[src/rtl/pitch_control_regs.sv]
// Avalon-MM register file for per-channel pitch shift amounts with atomic,
// sample-aligned commit as either an immediate snap or a +/-1 rate-limited glide.

module pitch_ch #(
  parameter int DATA_W = 8
) (
  input  logic              clk,
  input  logic              rst_n,
  input  logic              pend_we,
  input  logic [DATA_W-1:0] wdata,
  input  logic              apply,
  input  logic              snap,
  input  logic              step,
  input  logic              sync,
  output logic [DATA_W-1:0] pend,
  output logic [DATA_W-1:0] act,
  output logic              busy
);
  logic [DATA_W-1:0] tgt;

  // apply samples the pre-edge pend, so a same-edge write stays pending
  always_ff @(posedge clk or negedge rst_n) begin
    if (!rst_n) begin
      pend <= '0;
      tgt  <= '0;
      act  <= '0;
    end else begin
      if (pend_we) pend <= wdata;
      if (apply) begin
        tgt <= pend;
        if (snap) act <= pend;
      end else if (step && act != tgt) begin
        act <= ($signed(act) < $signed(tgt)) ? act + 1'b1 : act - 1'b1;
      end else if (sync) begin
        act <= tgt;
      end
    end
  end

  assign busy = (act != tgt);
endmodule

module pitch_control_regs #(
  parameter int         NUM_CH   = 2,
  parameter int         DATA_W   = 8,
  parameter logic [7:0] ID_VALUE = 8'h50
) (
  input  logic                     clk,
  input  logic                     reset,
  input  logic                     chipselect,
  input  logic                     write,
  input  logic                     read,
  input  logic [2:0]               address,
  input  logic [DATA_W-1:0]        writedata,
  output logic [DATA_W-1:0]        readdata,
  input  logic                     sample_tick,
  output logic [NUM_CH*DATA_W-1:0] shift_amt,
  output logic                     bypass,
  output logic                     gliding
);
  localparam logic [2:0] A_CTRL = 3'd4, A_STAT = 3'd5, A_GDIV = 3'd6, A_ID = 3'd7;

  logic                          wr_en, rd_en;
  logic                          glide_en, bypass_r, commit_pending;
  logic [DATA_W-1:0]             glide_div, div_cnt;
  logic                          apply, step, sync, div_hit;
  logic [NUM_CH-1:0][DATA_W-1:0] pend, act;
  logic [NUM_CH-1:0]             busy;
  logic [DATA_W-1:0]             rd_mux;

  assign wr_en   = chipselect && write;
  assign rd_en   = chipselect && read;
  assign apply   = sample_tick && commit_pending;
  assign div_hit = (div_cnt == glide_div);
  assign step    = sample_tick && !apply && glide_en && div_hit;
  // with glide off, every tick re-aligns active to target (covers glide_en cleared mid-glide)
  assign sync    = sample_tick && !apply && !glide_en;

  for (genvar c = 0; c < NUM_CH; c++) begin : g_ch
    pitch_ch #(.DATA_W(DATA_W)) u_ch (
      .clk    (clk),
      .rst_n  (reset),
      .pend_we(wr_en && address == 3'(c)),
      .wdata  (writedata),
      .apply  (apply),
      .snap   (!glide_en),
      .step   (step),
      .sync   (sync),
      .pend   (pend[c]),
      .act    (act[c]),
      .busy   (busy[c])
    );
    assign shift_amt[c*DATA_W +: DATA_W] = act[c];
  end

  assign gliding = |busy;
  assign bypass  = bypass_r;

  always_ff @(posedge clk or negedge reset) begin
    if (!reset) begin
      glide_en       <= 1'b0;
      bypass_r       <= 1'b0;
      glide_div      <= '0;
      div_cnt        <= '0;
      commit_pending <= 1'b0;
    end else begin
      // a new commit request wins over the clear from an applying tick
      if (wr_en && address == A_CTRL && writedata[0]) commit_pending <= 1'b1;
      else if (apply)                                  commit_pending <= 1'b0;

      if (apply)                        div_cnt <= '0;
      else if (sample_tick) begin
        if (!glide_en || div_hit)       div_cnt <= '0;
        else                            div_cnt <= div_cnt + 1'b1;
      end

      if (wr_en && address == A_CTRL) begin
        glide_en <= writedata[1];
        bypass_r <= writedata[2];
      end
      if (wr_en && address == A_GDIV) glide_div <= writedata;
    end
  end

  always_comb begin
    rd_mux = '0;
    case (address)
      A_CTRL: begin
        rd_mux[1] = glide_en;
        rd_mux[2] = bypass_r;
      end
      A_STAT: begin
        rd_mux[0] = commit_pending;
        rd_mux[1] = gliding;
      end
      A_GDIV: rd_mux = glide_div;
      A_ID:   rd_mux = DATA_W'(ID_VALUE);
      default: begin
        for (int i = 0; i < NUM_CH; i++)
          if (address == 3'(i)) rd_mux = pend[i];
      end
    endcase
  end

  always_ff @(posedge clk or negedge reset) begin
    if (!reset)     readdata <= '0;
    else if (rd_en) readdata <= rd_mux;
  end
endmodule
[config.mk]
export PLATFORM = sky130hd
export DESIGN_NAME = pitch_control_regs
export DESIGN_NICKNAME = d
export VERILOG_FILES = /design/src/rtl/pitch_control_regs.sv
export SDC_FILE = /design/constraint.sdc
export NUM_CORES = 1
export LEC_CHECK = 0
export BUFFER_PORTS_ARGS = -buffer_cell sky130_fd_sc_hd__buf_2
export CAP_MARGIN = 20
export CELL_PAD_IN_SITES_DETAIL_PLACEMENT = 0
export CELL_PAD_IN_SITES_GLOBAL_PLACEMENT = 1
export CORE_MARGIN = 2
export CORE_UTILIZATION = 46
export CTS_CLUSTER_SIZE = 28
export DETAILED_ROUTE_END_ITERATION = 12
export PLACE_DENSITY_LB_ADDON = 0.1
export SYNTH_ARGS = -nofsm -noshare
export SYNTH_HDL_FRONTEND = slang
export SYNTH_SLANG_ARGS = --single-unit
[constraint.sdc]
create_clock -name clk -period 3.5 [get_ports clk]
set_input_delay 0.7 -clock clk [delete_from_list [all_inputs] [get_ports clk]]
set_output_delay 0.7 -clock clk [all_outputs]
set_load 0.03 [all_outputs]
Word-level counts from Yosys, hierarchy flattened
Cells that the tools add are included.
{"block": "word_totals", "register_bits": 75}
{"block": "classes", "addsub": 5, "n_lt_le_gt_ge": 2, "eq_ne": 9, "muxes": 21, "reduce_logical": 28}
{"operator": "$mux W8", "n": 15}
{"operator": "$add A8 B1 Y8 const B", "n": 3}
{"operator": "$lt A8 B8 Y1", "n": 2}
{"operator": "$ne A8 B8 Y1", "n": 2}
{"operator": "$sub A8 B1 Y8 const B", "n": 2}
{"operator": "$pmux W5 S3", "n": 1}
{"operator": "$logic_and A1 B1 Y1", "n": 14}
{"operator": "$eq A3 B3 Y1 const B", "n": 4}
{"operator": "$eq A8 B8 Y1", "n": 1}
{"operator": "$reduce_or A2 Y1", "n": 4}
{"operator": "$pmux W1 S3", "n": 2}
{"operator": "$reduce_bool A3 Y1", "n": 2}
{"operator": "$pmux W1 S4", "n": 1}
{"operator": "$reduce_and A2 Y1", "n": 2}
{"operator": "$reduce_bool A2 Y1", "n": 2}
{"operator": "$eq A3 B1 Y1 const B", "n": 1}
{"operator": "$logic_not A3 Y1", "n": 1}
{"operator": "$logic_not A1 Y1", "n": 2}
{"operator": "$mux W1", "n": 2}
{"operator": "$ne A2 B2 Y1 const B", "n": 1}
{"operator": "$logic_or A1 B1 Y1", "n": 1}

Longest topological paths before layout
{"block": "logic_depth", "depth_word": 8, "depth_mapped": 15, "mapped_depth_nobuf": 14}

Cells and area by module
A second synthesis with hierarchy kept.
{"block": "unflattened", "hier_cells": 531, "area_unflattened_um2": 4888.4}
{"mod": "pitch_ch", "n_inst": 2, "cells_per_inst": 189, "area_per_inst_um2": 1694.1}
{"mod": "pitch_control_regs", "n_inst": 1, "cells_per_inst": 153, "area_per_inst_um2": 1500.2}

Worst setup path after synthesis
No wires, ideal clock.
{"block": "synth_path", "path_type": "reg-to-reg", "start": "register g_ch[1].u_ch.act[5]", "end": "register g_ch[1].u_ch.act[6]", "setup_ns": 0.067, "arrival_ns": 3.287, "path_slack_ns": 0.146, "path_stages_with_launch": 15, "path_buffers": 1, "period_less_slack_ns": 3.354, "cell_sequence": "dfrtp_1 -> ha_1 -> a21oi_1 -> o221ai_1 -> nor3_1 -> clkbuf_1 -> nor2_1 -> xnor2_1 -> ha_1 -> or4_1 -> nor3_1 -> nand2_1 -> mux2_2 -> a31oi_1 -> o221a_1"}
{"block": "synth_between", "elab_chain_cells": 4, "word_cells_on_any_way": 10}
{"element": "start, declared", "line_no": "16", "text": "output logic [DATA_W-1:0] act,"}
{"element": "start signal, assigned", "line_no": "31", "text": "if (snap) act <= pend;"}
{"element": "start signal, assigned", "line_no": "33", "text": "act <= ($signed(act) < $signed(tgt)) ? act + 1'b1 : act - 1'b1;"}
{"element": "start signal, assigned", "line_no": "35", "text": "act <= tgt;"}
{"element": "$sub A8 B1 Y8 (tied with other cells)", "line_no": "33"}
{"element": "$mux W8 / $logic_and A1 B1 Y1 (equally long branches)", "line_no": "33, 32"}
{"element": "$mux W8 / $reduce_bool A3 Y1 (equally long branches)"}
{"element": "$mux W8 / $reduce_and A2 Y1 (equally long branches)"}
Parallel ways exist; a longest one is shown, timed or not.
A chain may end at the register's enable or synchronous reset.

Worst setup path in the final report
{"block": "layout_path", "start": "register g_ch[1].u_ch.act[7]", "end": "register g_ch[1].u_ch.act[6]"}
{"block": "layout_between", "elab_chain_cells": 4, "word_cells_on_any_way": 8}
{"element": "$lt A8 B8 Y1 / $ne A8 B8 Y1 (equally long branches)", "line_no": "33, 32"}
{"element": "$mux W8 / $logic_and A1 B1 Y1 (equally long branches)", "line_no": "33, 32"}
{"element": "$mux W8 / $reduce_bool A3 Y1 (equally long branches)"}
{"element": "$mux W8 / $reduce_and A2 Y1 (equally long branches)"}
Parallel ways exist; a longest one is shown, timed or not.

==> run metrics <==
status=finished clean; Final min period=3.261 ns; met2 track demand over resource=0.3540; worst-margin pin slew=0.9747 ns; Tot Pwr=3.288 mW; Syn Nets=495; most heavily used metal layer in global routing=met2; CTS tree=built; vias in the first global route=3,467; final hold violation count=0; hold_ws=between 0.4 and 0.5 ns; post-route ant nets=0; Distinct cells, synth=47; reg2reg start=g_ch[1].u_ch.act[7]; Root Driver=clkbuf_8; WP data required=3.79 ns; Inserted Clock Buffers=9; Nets=about 540; #FFs+latches synth=75; H-tree levels=3; period utilization=0.9316; Synth Instances=about 460; fmax=306.7 MHz; VDD IR max=0.3207 mV; leakage=2.106 nW; vias=3,643; postcts setup bufs=0; final instance area=0.004913 sq mm; drt first pass iters=5; sequential area share after synthesis=0.4319; synth top area cells=dfrtp_1, mux2_2, ha_1; r2r setup slk=0.24 ns; dpl hpwl=7975 microns; die width=101.2 microns; layout cell share with drive strength beyond 1=0.2406; grt met3 use=0.03451; Critical Path End Type=flip-flop; EDFF count, synth=0; clk slew on worst S/H paths=around 0.08 ns; gr usage total=0.2255; Final Max Tran Viols=0; grt total ovfl=0; Final setup viols=0; Crit Path Max Fanout=6; Rel. slew slack=0.3502; row count=35; starting density of the core=0.4725; Setup Crit Path Kind=flip-flop to flip-flop; initial DRC count=177; clk_lat worst skew=between 0.3 and 0.4 ns; Main synth FF type=dfrtp_1; PortBufs=42; Post-Syn Area=about 0.0043 sq mm; die height=just over 100 microns; DR WL/cell=17.97 microns; worst hold-check path type=primary input to async pin; drt total wl=~11,000 microns; Clock Skews=0.01314 ns; cell with the most instances after synthesis=dfrtp_1; # IOs=43; top cell type's share of synthesized area=0.4319; Via density=5.895; largest area contributor in the netlist=dfrtp_1; clock tree buffer depth=2; hold buffer count at CTS=0; largest net degree at the start of global routing=76; core area=around 0.0092 sq mm; die area=0.01024 sq mm; M1 GR Usage=0.3220; WP data arrival=3.55 ns; Layout area overhead=13.07%; synth warn=0; Setup WS pre-CTS=0.2081 ns; R2R Path End=g_ch[1].u_ch.act[6]; top cells by count, synth=dfrtp_1, nand2_1, mux2_2, o21ai_0, inv_1; placed inst area=about 0.0047 sq mm; first-pass GRT wire length=17,820 microns; Async SR Flop Fraction=1.000; # diodes=0; DRC=0; setup TNS=0 ns; initial antenna violation count=0; MaxCap Viol Count=0; clk sinks=75; Pwr Density=669.1 mW/mm^2; r2r worst-path depth=13; RePlAce Congestion=0.8476; average cell area after synthesis=9.467 sq um; final worst slack=0.2394 ns; CP startpoint kind=flip-flop; RSZ-0062 raised after global routing=false
where the power goes:
group	switching, mW	internal (mW)	total, mW
clock network	0.357	0.333	0.690
logic	0.783	0.512	1.30
registers	0.230	1.07	1.30
total	1.37	1.92	3.29
per-stage QoR:
| stage | std cells | utilization |
|---|---|---|
| 2_1_floorplan | 459 | - |
| 3_3_place_gp | 602 | 0.5103 |
| 3_5_place_dp | 602 | 0.5103 |
| 4_1_cts | 618 | 0.5320 |
| 5_1_grt | 618 | 0.5343 |
| 6_report | 618 | 0.5343 |
worst max-delay path: stages, from the launching register on:
cell and delay, ns:
dfrtp_1 0.42, ha_1 0.41, nand4_1 0.20, a211oi_2 0.31, nor3_2 0.10, nor2_1 0.15
xnor2_1 0.09, ha_1 0.21, or4_1 0.46, nor3_2 0.16, nand2_1 0.07, mux2_2 0.28
a31oi_1 0.17, o221a_1 0.19
kinds of logic (layout without fill, tap and decap cells):
family          Yosys count  after routing  share of synthesized area
buf+inv                  48             96                    0.04233
fa+ha+maj                19             19                    0.05471
xor+xnor                 12             12                    0.02419
simple gates            160            160                     0.1837
flops                    75             75                     0.4319
mux                      38             38                    0.09761
compound gates          107            107                     0.1656
timing repair:
action	in CTS	in global routing
endpoints found under the setup margin	0	1
endpoints found under the hold margin	0	0
resized for setup	0	4
state kept, by name, summed over array words and instances, names as in the netlist:
name,flops
bypass,1
commit_pending,1
div_cnt,8
g_ch.u_ch.act,16
g_ch.u_ch.pend,16
g_ch.u_ch.tgt,16
glide_div,8
glide_en,1
readdata,8
routing by layer:
layer,routed length [microns],up-vias
met3,504,13
met2,5319,88
met5,0,-
met1,5148,1784
li1,-,1758
met4,134,0
cell usage in the layout (no fill, tap or decap), types with 11 or more instances in the layout:
cell,netlist,layout
buf_4,0,11
dfrtp_1,75,75
o21ai_0,35,35
nor2_1,16,16
nand4_1,12,12
xnor2_1,12,12
inv_1,28,28
ha_1,19,19
a21o_1,11,11
buf_2,3,41
mux2_2,35,35
nand3_1,19,19
nand2_1,56,56
a31oi_1,13,13
area by class of cell:
type,instances,area [sq um]
clock buffer,9,123.9
clock inverter,7,75.07
fill,860,4283
inverter,28,105.1
multi-input combinational,336,2306
sequential,75,1877
tap,111,138.9
timing repair buffer,52,287.8
how the worst max path moves through the flow:
stage                             start                   to  slack, ns  cells past startpoint
CTS                 g_ch[1].u_ch.act[7]  g_ch[1].u_ch.act[6]       0.19                     13
global placement    g_ch[1].u_ch.act[7]  g_ch[1].u_ch.act[6]       0.36                     13
global route        g_ch[1].u_ch.act[7]  g_ch[1].u_ch.act[6]       0.01                     13
finish              g_ch[1].u_ch.act[7]  g_ch[1].u_ch.act[6]       0.24                     13
floorplan           g_ch[1].u_ch.act[5]  g_ch[1].u_ch.act[6]       0.15                     14
detailed placement  g_ch[1].u_ch.act[7]  g_ch[1].u_ch.act[6]       0.21                     13
Power figures use the tool's default switching activity.
